===== src/rtl/beep_scheduler.sv =====
// Piezo beep sequencer: four prioritised request classes, preemptive, slot-timed bursts.
// Optional BEEP_MUTE_EN adds a `mute` input that gates beep on the output path only.
module beep_scheduler #(
  parameter int SLOT_CYCLES = 50_000_000,
  parameter int HP0 = 95548,
  parameter int HP1 = 85136,
  parameter int HP2 = 75838,
  parameter int HP3 = 47778,
  parameter int N0 = 4,
  parameter int N1 = 4,
  parameter int N2 = 1,
  parameter int N3 = 2
) (
  input  logic       clk,
  input  logic       rst,
  input  logic [3:0] req,
  input  logic       cancel,
`ifdef BEEP_MUTE_EN
  input  logic       mute,
`endif
  output logic       beep,
  output logic       busy,
  output logic [1:0] active_id,
  output logic       done,
  output logic [1:0] done_id
);

  localparam int SW = (SLOT_CYCLES > 1) ? $clog2(SLOT_CYCLES) : 1;
  localparam logic [SW-1:0] SLOT_LAST = SW'(SLOT_CYCLES - 1);

  typedef enum logic [1:0] {IDLE = 2'd0, TONE = 2'd1, GAP = 2'd2} state_t;

  state_t          state_r, state_n;
  logic [3:0]      pending_r, pending_n, req_eff_s;
  logic [1:0]      active_id_r, active_id_n;
  logic [3:0]      burst_r, burst_n;
  logic [SW-1:0]   slot_r, slot_n;
  logic [16:0]     hp_r, hp_n;
  logic            beep_r, beep_n;
  logic            busy_r;
  logic            done_r, done_n;
  logic [1:0]      done_id_r, done_id_n;
  logic            gnt_valid_s, preempt_s, do_grant_s;
  logic [1:0]      gnt_idx_s;

  function automatic logic [16:0] hp_of(input logic [1:0] k);
    case (k)
      2'd0:    hp_of = 17'(HP0);
      2'd1:    hp_of = 17'(HP1);
      2'd2:    hp_of = 17'(HP2);
      2'd3:    hp_of = 17'(HP3);
      default: hp_of = 17'(HP3);
    endcase
  endfunction

  function automatic logic [3:0] n_of(input logic [1:0] k);
    case (k)
      2'd0:    n_of = 4'(N0);
      2'd1:    n_of = 4'(N1);
      2'd2:    n_of = 4'(N2);
      2'd3:    n_of = 4'(N3);
      default: n_of = 4'(N3);
    endcase
  endfunction

  // Lowest pending index wins; preemption only by a strictly higher-priority class
  always_comb begin
    gnt_valid_s = 1'b1;
    gnt_idx_s   = 2'd0;
    if (pending_r[0])      gnt_idx_s = 2'd0;
    else if (pending_r[1]) gnt_idx_s = 2'd1;
    else if (pending_r[2]) gnt_idx_s = 2'd2;
    else if (pending_r[3]) gnt_idx_s = 2'd3;
    else                   gnt_valid_s = 1'b0;
    preempt_s = gnt_valid_s && (gnt_idx_s < active_id_r);
  end

  // Next-state, counters, request capture and done pulse
  always_comb begin
    req_eff_s   = req & ~((state_r != IDLE) ? (4'b0001 << active_id_r) : 4'b0000);
    state_n     = state_r;
    pending_n   = pending_r | req_eff_s;
    active_id_n = active_id_r;
    burst_n     = burst_r;
    slot_n      = slot_r;
    hp_n        = hp_r;
    beep_n      = beep_r;
    done_n      = 1'b0;
    done_id_n   = done_id_r;
    do_grant_s  = 1'b0;

    case (state_r)
      IDLE: begin
        if (gnt_valid_s) do_grant_s = 1'b1;
        else             state_n = IDLE;
      end
      TONE: begin
        if (preempt_s) begin
          do_grant_s = 1'b1;
        end else if (slot_r == SLOT_LAST) begin
          slot_n  = '0;
          hp_n    = 17'd0;
          beep_n  = 1'b0;
          burst_n = burst_r - 4'd1;
          if (burst_r != 4'd1) begin
            state_n = GAP;
          end else begin
            done_n    = 1'b1;
            done_id_n = active_id_r;
            if (gnt_valid_s) do_grant_s = 1'b1;
            else             state_n = IDLE;
          end
        end else begin
          slot_n = slot_r + SW'(1);
          if (hp_r == hp_of(active_id_r) - 17'd1) begin
            hp_n   = 17'd0;
            beep_n = ~beep_r;
          end else begin
            hp_n = hp_r + 17'd1;
          end
        end
      end
      GAP: begin
        if (preempt_s) begin
          do_grant_s = 1'b1;
        end else if (slot_r == SLOT_LAST) begin
          state_n = TONE;
          slot_n  = '0;
          hp_n    = 17'd0;
          beep_n  = 1'b0;
        end else begin
          slot_n = slot_r + SW'(1);
        end
      end
      default: state_n = IDLE;
    endcase

    // cancel beats any grant or request on the same edge
    if (cancel) begin
      state_n     = IDLE;
      pending_n   = 4'b0000;
      active_id_n = active_id_r;
      burst_n     = 4'd0;
      slot_n      = '0;
      hp_n        = 17'd0;
      beep_n      = 1'b0;
      done_n      = 1'b0;
      done_id_n   = done_id_r;
    end else if (do_grant_s) begin
      state_n              = TONE;
      active_id_n          = gnt_idx_s;
      burst_n              = n_of(gnt_idx_s);
      slot_n               = '0;
      hp_n                 = 17'd0;
      beep_n               = 1'b0;
      pending_n[gnt_idx_s] = 1'b0;
    end else begin
      pending_n = pending_r | req_eff_s;
    end
  end

  // State and output registers with synchronous reset
  always_ff @(posedge clk) begin
    if (rst) begin
      state_r     <= IDLE;
      pending_r   <= 4'b0000;
      active_id_r <= 2'd0;
      burst_r     <= 4'd0;
      slot_r      <= '0;
      hp_r        <= 17'd0;
      beep_r      <= 1'b0;
      busy_r      <= 1'b0;
      done_r      <= 1'b0;
      done_id_r   <= 2'd0;
    end else begin
      state_r     <= state_n;
      pending_r   <= pending_n;
      active_id_r <= active_id_n;
      burst_r     <= burst_n;
      slot_r      <= slot_n;
      hp_r        <= hp_n;
      beep_r      <= beep_n;
      busy_r      <= (state_n != IDLE);
      done_r      <= done_n;
      done_id_r   <= done_id_n;
    end
  end

`ifdef BEEP_MUTE_EN
  assign beep = beep_r & ~mute;
`else
  assign beep = beep_r;
`endif
  assign busy      = busy_r;
  assign active_id = active_id_r;
  assign done      = done_r;
  assign done_id   = done_id_r;

endmodule


===== config.mk =====
export PLATFORM = sky130hd
export DESIGN_NAME = beep_scheduler
export DESIGN_NICKNAME = d
export VERILOG_FILES = /design/src/rtl/beep_scheduler.sv
export SDC_FILE = /design/constraint.sdc
export NUM_CORES = 1
export LEC_CHECK = 0
export CELL_PAD_IN_SITES_DETAIL_PLACEMENT = 1
export CELL_PAD_IN_SITES_GLOBAL_PLACEMENT = 2
export CORE_UTILIZATION = 40
export DETAILED_ROUTE_END_ITERATION = 12
export GPL_TIMING_DRIVEN = 0
export PLACE_DENSITY_LB_ADDON = 0.1
export SLEW_MARGIN = 20
export SYNTH_ARGS = -nofsm -noshare
export SYNTH_HDL_FRONTEND = slang
export SYNTH_SLANG_ARGS = --single-unit

===== constraint.sdc =====
create_clock -name clk -period 6.9 [get_ports clk]
set_input_delay 0.69 -clock clk [delete_from_list [all_inputs] [get_ports clk]]
set_output_delay 0.69 -clock clk [all_outputs]
set_load 0.01 [all_outputs]

; Word level (Yosys, flattened, before mapping)
; Index checks and enable logic that the tools add are counted.
[word_totals]
latch_bits = 0
mem_bits_rw = 0
mem_count = 0
mem_bits_ro = 0
regBits = 60
out_inout_bits = 7
[op_classes]
order_cmp = 3
div_mod_pow = 0
mux = 50
n_bitwise = 11
n_shift = 1
eq_ne = 16
mul = 0
reduce_logical = 21
add_sub_neg = 4
[ops]
columns = cell, count
row1 = $mux W17, 8
row2 = $pmux W17 S4, 1
row3 = $pmux W17 S2, 1
row4 = $add A26 B1 Y26 const B, 1
row5 = $eq A26 B26 Y1 const B, 1
row6 = $mux W26, 1
row7 = $mux W2, 12
row8 = $mux W4, 6
row9 = $add A17 B1 Y17 const B, 1
row10 = $eq A17 B17 Y1, 1
row11 = $sub A17 B1 Y17 const B, 1
row12 = $mux W1, 16
row13 = $pmux W4 S3, 1
row14 = $eq A2 B2 Y1 const B, 5
row15 = $reduce_and A5 Y1, 2
row16 = $reduce_bool A2 Y1, 5
row17 = $and A4 B4 Y4, 2
row18 = $not A4 Y4, 2
row19 = $eq A2 B1 Y1 const B, 3
row20 = $logic_not A2 Y1, 3
row21 = $ne A2 B2 Y1 const B, 3
row22 = $not A1 Y1, 6
row23 = $pmux W2 S3, 1
row24 = $reduce_or A2 Y1, 3
row25 = other kinds (18), 20

; Logic depth before layout (Yosys ltp)
; Gate-level depths: netlist of the first run.
[logic_depth]
depth_word = 14
ltp_mapped = 13
ltp_nobuf = 10

; Worst setup path before layout of the first run
; OpenSTA, ideal clock, no wires.
[synth_timing]
path_kind = flip-flop to flip-flop
start = register active_id_r[1], in the netlist active_id[1]
end = register hp_r[7]
t_required_ps = 6768
path_slack_ps = 4261
t_arrival_ps = 2508
stages_incl_launch_ff = 12
setup_ps = 132
period_less_slack_ps = 2639
cell_sequence = dfxtp_1 -> inv_1 -> ha_1 -> clkbuf_1 -> o31ai_1 -> nand3_1 -> xnor2_1 -> a31oi_1 -> nand3_1 -> o21ai_1 -> buf_4 -> o32ai_2
[synth_between]
elab_chain_cells = 11
elab_cells_between_ends = 23
[synth_rtl]
columns = item, line_no
row1 = from (decl), 35  ; logic [1:0] active_id_r, active_id_n;
row2 = from (signal assigned), 178  ; active_id_r <= active_id_n;
row3 = $eq A2 B2 Y1 (tied with other cells), 47  ; case (k)
row4 = $pmux W17 S4, 47
row5 = $mux W17, 100  ; end else if (slot_r == SLOT_LAST) begin
row6 = $mux W17, 98  ; if (preempt_s) begin
row7 = $mux W17, 92  ; case (state_r)
row8 = $sub A17 B1 Y17, 115  ; if (hp_r == hp_of(active_id_r) - 17'd1) begin
row9 = $eq A17 B17 Y1, 115
row10 = $mux W17, 115
row11 = $mux W17, 100
row12 = $mux W17, 98
row13 = $pmux W17 S2, 92
row14 = to (signal assigned), 181  ; hp_r <= hp_n;
row15 = to (decl), 38  ; logic [16:0] hp_r, hp_n;
; Several ways; a longest one is shown, not always the timed one. The select of a mux whose other input is x is not followed.
; A chain may end at the register's enable or synchronous reset.

; Final worst setup path of the first run
; Same ends and word-level chain as after synthesis.

==> flow_summary_export.csv, run 1 <==
group,metric,value,unit
synthesis,ys_seq_elements,60,
layout,mostFrequentLayoutCell,"dfxtp_1",
layout,antenna_cells,0,
timing,fmax,0.308,GHz
timing,hold_viol,0,
place,dp_hpwl,6650,um
clocking,cts.hold.buffers_added,0,
run_status,status,"complete, no violations",
setup_path,endpoint_kind,"flop",
power_and_ir_drop,pwr-share-clk,45.0,%
synthesis,synthTopCellsByArea,"dfxtp_1 34%, nor2_1 6.4%, ha_1 6.1%",
layout,fin_area,3960,um2
setup_path,path_class,"reg -> reg",
layout,final_cell_mix,"60 x dfxtp_1, 59 x nor2_1, 36 x nand2_1",
global_routing,grt_usage,21.2,%
detailed_routing,drt_wl_total,8850,um
power_and_ir_drop,seqPwrFrac,45.3,%
clocking,cts-root-buf,"clkbuf_8",
floorplan,die_h,95.3,um
power_and_ir_drop,power_density,198,nW/um2
floorplan,die_area,9090,um2
place,numPlacedInstances,535,
floorplan,num_rows,33,
clocking,cts_resized,0,
place,port_buffers,13,
synthesis,synth_edf_count,0,
setup_path,arrival,3.45,ns
global_routing,use_met2,34.3,%
timing,max-slew-margin-rel,66.6,%
detailed_routing,viasPerCell,5.51,
detailed_routing,dr.pass1.iters,4,
synthesis,syn-cell-area,3480,um2
floorplan,design.core.area,8340,um2
synthesis,synth_area_per_cell,8.35,um2
synthesis,synthArstFlopShare,0,%
synthesis,yosysWarnings,0,
detailed_routing,drt_iter0_drc,72,
timing,clock_skew,0.0114,ns
setup_path,start_kind,"flop",
timing,period_needed,3.25,ns
synthesis,synth_top_area_share,34.5,%
power_and_ir_drop,combPwrFrac,9.7,%
place,place.gp.congestion,0.828,
timing,fin_crit_sh,47.1,%
power_and_ir_drop,switching_share,25.7,%
power_and_ir_drop,ir_drop,0.171,mV
clocking,cts_num_sinks,60,
layout,drive_above_1_share,9.19,%
global_routing,antenna_found_initial,0,
layout,fill_cells,1005,
setup_path,crit_fanout,10,
layout,area_delta_synth_final,13.7,%
synthesis,ys_types,63,
detailed_routing,drc,0,
clocking,cts_setup_buffers,0,
clocking,cts_buffer_depth,2,
setup_path,worstPathRequired,7.10,ns
layout,register_area,1200,um2
timing,finalMaxSlewViolations,0,
worst_hold_path,hp-class,"reg -> reg",
layout,final_util,47.5,%
timing,setup-tns-final,0,ns
power_and_ir_drop,leakagePower,1.29,nW
power_and_ir_drop,p_sw,201,uW
clocking,worst_skew_pair.late_latency,0.34,ns
place,place_area,3740,um2
floorplan,initial_utilization,41.8,%
synthesis,synthCells,417,
global_routing,grt-ovfl-total,0,
clocking,clk_pin_slew,0.07,ns
global_routing,grt_pass1_wl,14800,um
clocking,cts_tree,"built",
synthesis,synth_nets,441,
global_routing,grt_max_degree,12,
global_routing,top_usage_layer,"met2",
synthesis,yosysSeqAreaShare,34.5,%
clocking,cts_buffers,9,
synthesis,synth_ff_type,"dfxtp_1",
floorplan,io_pins,14,
flow_run,maxCapViolCount,0,
global_routing,globalRouteMet1Util,28.6,%
layout,layout.cells.non_filler,551,
detailed_routing,post_drt_wl_per_cell,16.1,um
detailed_routing,final_antenna_net_count,0,
global_routing,use_met3,4.86,%
detailed_routing,num_vias,3037,
timing,rsz0062_at_grt,"no",
timing,worst_pin_slew,0.497,ns
global_routing,grt_pass1_vias,3009,
power_and_ir_drop,power.internal,582,uW
floorplan,die_width,95.3,um
layout,fin_nets,465,
timing,setup_violations,0,
clocking,cts-htree-levels,3,
synthesis,synth_top_area_cell,"dfxtp_1",
layout,multiInputGateArea,2180,um2
-- kinds of logic after synthesis --
group	after synthesis	share of synthesized area [%]
AOI/OAI and AO/OA	76	16.0
xor gates and xnor gates	40	10.1
adders and majority gates	17	6.11
buffers and inverters	25	2.91
DFF	60	34.5
muxes	3	0.862
and+or+nand+nor	196	29.6
-- synth_stat cells (all sizes together) (2+ instances only) --
library cell  count
nand2            37
o21ai            14
nand4             6
buf               6
nand2b           10
inv              13
mux2i             3
o22ai             6
a311oi            2
a211oi            2
nor3b             3
o32ai             4
or4               2
nor3             11
dfxtp            60
o31ai             6
and2              3
a21boi            2
o21a              5
nand3            26
a31oi             4
xor2             24
nor2             61
a21oi            19
xnor2            16
and3b             2
nor2b             4
and3              9
or2               4
a22oi             2
nor4              8
ha               17
o221ai            2
clkbuf            6
a211o             2
nor4b             4
-- worst max-delay path, stage by stage (launching register included) --
cell and delay [ns]:
dfxtp_1 0.55, inv_1 0.23, ha_1 0.23, clkbuf_1 0.19, o31ai_1 0.27, nand3_1 0.14
xnor2_1 0.14, a31oi_1 0.39, nand3_1 0.18, o21ai_1 0.43, buf_4 0.28, o32ai_2 0.08
-- area by class of cell --
type	instances	area share, %
buffer	12	1.33
clock buffer	10	3.22
clock inverter	6	2.21
inverter	13	1.23
multi-input combinational	332	55.1
sequential	60	30.3
tap	105	3.32
timing repair buffer	13	3.29
-- routing by layer --
metal	share of wire (%)	wire length, um
met5	0	0
met4	1.1	94
met3	2.3	203
met2	45	4030
met1	51	4530
-- flip-flops by register name, indices dropped and copies added, names as in the netlist --
signal,cells
done_id,2
beep,1
state_r,2
burst_r,4
pending_r,4
hp_r,17
busy,1
done,1
slot_r,26
active_id,2
-- stage by stage --
step / hold slack, ns / power, mW / worst slack (ns)
2_1_floorplan: 0.444 / 0.415 / 4.26
3_3_place_gp: 0.463 / 0.438 / 3.70
3_5_place_dp: 0.486 / 0.439 / 3.66
4_1_cts: 0.496 / 0.794 / 3.64
5_1_grt: 0.540 / 0.818 / 3.38
6_report: 0.497 / 0.782 / 3.65
-- power groups by stage --
| stage | combinational [mW] | sequential (mW) | clock [mW] |
|---|---|---|---|
| 2_1_floorplan | 0.0531 | 0.362 | 0 |
| 3_3_place_gp | 0.0754 | 0.363 | 0 |
| 3_5_place_dp | 0.0759 | 0.363 | 0 |
| 4_1_cts | 0.0765 | 0.355 | 0.363 |
| 5_1_grt | 0.0844 | 0.355 | 0.378 |
| 6_report | 0.0758 | 0.355 | 0.352 |
-- path summary, 6_finish.rpt --
check,from,endpoint,slack (ns),cells after the start
max,active_id[1],hp_r[7],3.65,11
min,done_id[0],done_id[0],0.50,2
max reg2reg,active_id[1],hp_r[7],3.65,11
min reg2reg,done_id[0],done_id[0],0.50,2
No activity file was read; power rests on OpenSTA's default activity.
==> run 2: changes to the inputs <==
CORE_UTILIZATION = 37   (was 40)
clock period = 3.3 ns   (was 6.9 ns; I/O delays follow)
==> run 2 against run 1 <==
Against the previous run: first-iteration DRC count fell by 31%; combinational power rose by 110%; setup slack got worse by 3.3 ns; fmax rose by 9.2%; largest power group is now the clock network.
==> flow_summary_export.csv, run 2 (same netlist as run 1, synthesis figures left out) <==
group,metric,value,unit
run_status,status,"complete, no violations",
layout,register_area,1200,um2
global_routing,grt_max_degree,12,
layout,antenna_cells,0,
detailed_routing,dr.pass1.iters,4,
timing,clock_skew,0.00837,ns
global_routing,antenna_found_initial,0,
place,dp_hpwl,6750,um
layout,final_cell_mix,"60 x dfxtp_1, 59 x nor2_1, 36 x nand2_1",
timing,fin_crit_sh,90.1,%
timing,setup_violations,0,
setup_path,path_class,"reg -> reg",
timing,setup-tns-final,0,ns
layout,fill_cells,1122,
layout,area_delta_synth_final,14.7,%
timing,worst_pin_slew,0.550,ns
floorplan,io_pins,14,
timing,fmax,0.336,GHz
timing,finalMaxSlewViolations,0,
detailed_routing,num_vias,3031,
layout,final_util,43.5,%
place,numPlacedInstances,541,
layout,regMostFlops,"slot_r",
global_routing,grt_usage,20.3,%
timing,period_needed,2.97,ns
setup_path,endpoint_kind,"flop",
worst_hold_path,hp-class,"reg -> reg",
clocking,worst_skew_pair.late_latency,0.35,ns
floorplan,num_rows,35,
layout,fin_nets,465,
global_routing,grt_pass1_vias,3146,
power_and_ir_drop,power_density,423,nW/um2
detailed_routing,drt_iter0_drc,50,
clocking,clk_pin_slew,0.08,ns
clocking,cts_num_sinks,60,
place,place_area,3750,um2
layout,mostFrequentLayoutCell,"dfxtp_1",
timing,rsz0062_at_grt,"no",
detailed_routing,final_antenna_net_count,0,
floorplan,initial_utilization,37.9,%
detailed_routing,drc,0,
floorplan,die_width,99.0,um
setup_path,worstPathRequired,3.53,ns
place,place.gp.congestion,0.798,
timing,max-slew-margin-rel,63.3,%
global_routing,grt-ovfl-total,0,
global_routing,grt_pass1_wl,15600,um
layout,fin_area,4000,um2
layout,drive_above_1_share,9.87,%
layout,layout.cells.non_filler,557,
floorplan,die_h,99.0,um
detailed_routing,drt_wl_total,9040,um
setup_path,arrival,3.21,ns
layout,reg_top3,"slot_r (26), hp_r (17)",
flow_run,maxCapViolCount,0,
clocking,cts_tree,"built",
setup_path,r2r_setup_slack,0.33,ns
layout,multiInputGateArea,2190,um2
setup_path,crit_fanout,8,
floorplan,die_area,9810,um2
place,port_buffers,13,
clocking,cts-root-buf,"clkbuf_8",
clocking,cts_buffer_depth,2,
floorplan,design.core.area,9200,um2
power_and_ir_drop,ir_drop,0.235,mV
clocking,cts_buffers,9,
clocking,cts-htree-levels,3,
timing,hold_viol,0,
detailed_routing,viasPerCell,5.44,
setup_path,start_kind,"flop",
layout,largest_reg_flops,26,
detailed_routing,post_drt_wl_per_cell,16.2,um
power_and_ir_drop,leakagePower,1.30,nW
==> run 2: worst max-delay path, stage by stage (launching register included) <==
cell      delay, ns
dfxtp_1        0.30
buf_2          0.16
nor2_1         0.30
o21a_1         0.22
ha_1           0.12
a21boi_0       0.27
o21ai_2        0.17
a21oi_1        0.43
nor2b_1        0.45
nor2b_1        0.23
xnor2_1        0.14
nor2_1         0.06
==> run 2: area by class of cell <==
| class | count | share of cell area [%] |
|---|---|---|
| Buffer | 12 | 1.31 |
| Clock buffer | 11 | 3.79 |
| Clock inverter | 5 | 2.07 |
| Inverter | 13 | 1.22 |
| Multi-Input combinational cell | 332 | 54.8 |
| Sequential cell | 60 | 30.1 |
| Tap cell | 111 | 3.48 |
| Timing Repair Buffer | 13 | 3.26 |
==> run 2: path summary, 6_finish.rpt <==
path                      from    endpoint  depth (start not counted)
setup / recovery  pending_r[1]  slot_r[19]                         11
hold / removal       slot_r[1]   slot_r[1]                          2
setup reg to reg  pending_r[1]  slot_r[19]                         11
hold reg to reg      slot_r[1]   slot_r[1]                          2
==> run 2: report_power, final <==
group	switching [mW]	total (mW)	internal, mW	leakage (nW)
logic	0.102	0.160	0.0581	0.692
clock network	0.319	0.788	0.469	0.120
registers	0.0109	0.742	0.731	0.484
==> run 2: what timing repair did <==
item | CTS | global route
hold buffers | 0 | 0
setup endpoints to repair | 0 | 11
resized for setup | 0 | 2
setup buffers | 0 | 0
==> run 2: per-layer routing <==
layer / track usage (%) / share of wire [%] / vias up
met1: 27.8 / 52 / 1480
met2: 32.1 / 45 / 19
met5: 0 / 0 / -
met3: 3.19 / 1.4 / 8
li1: - / - / 1524
met4: 7.69 / 1.1 / 0
==> run 2: stage by stage <==
stage               hold slack, ns  power [mW]  setup slack [ns]
floorplan                    0.399       0.868             0.661
global placement             0.462       0.917            0.0356
detailed placement           0.470       0.918            0.0329
CTS                          0.480        1.71            0.0209
global route                 0.510        1.76            0.0653
finish                       0.473        1.69             0.326
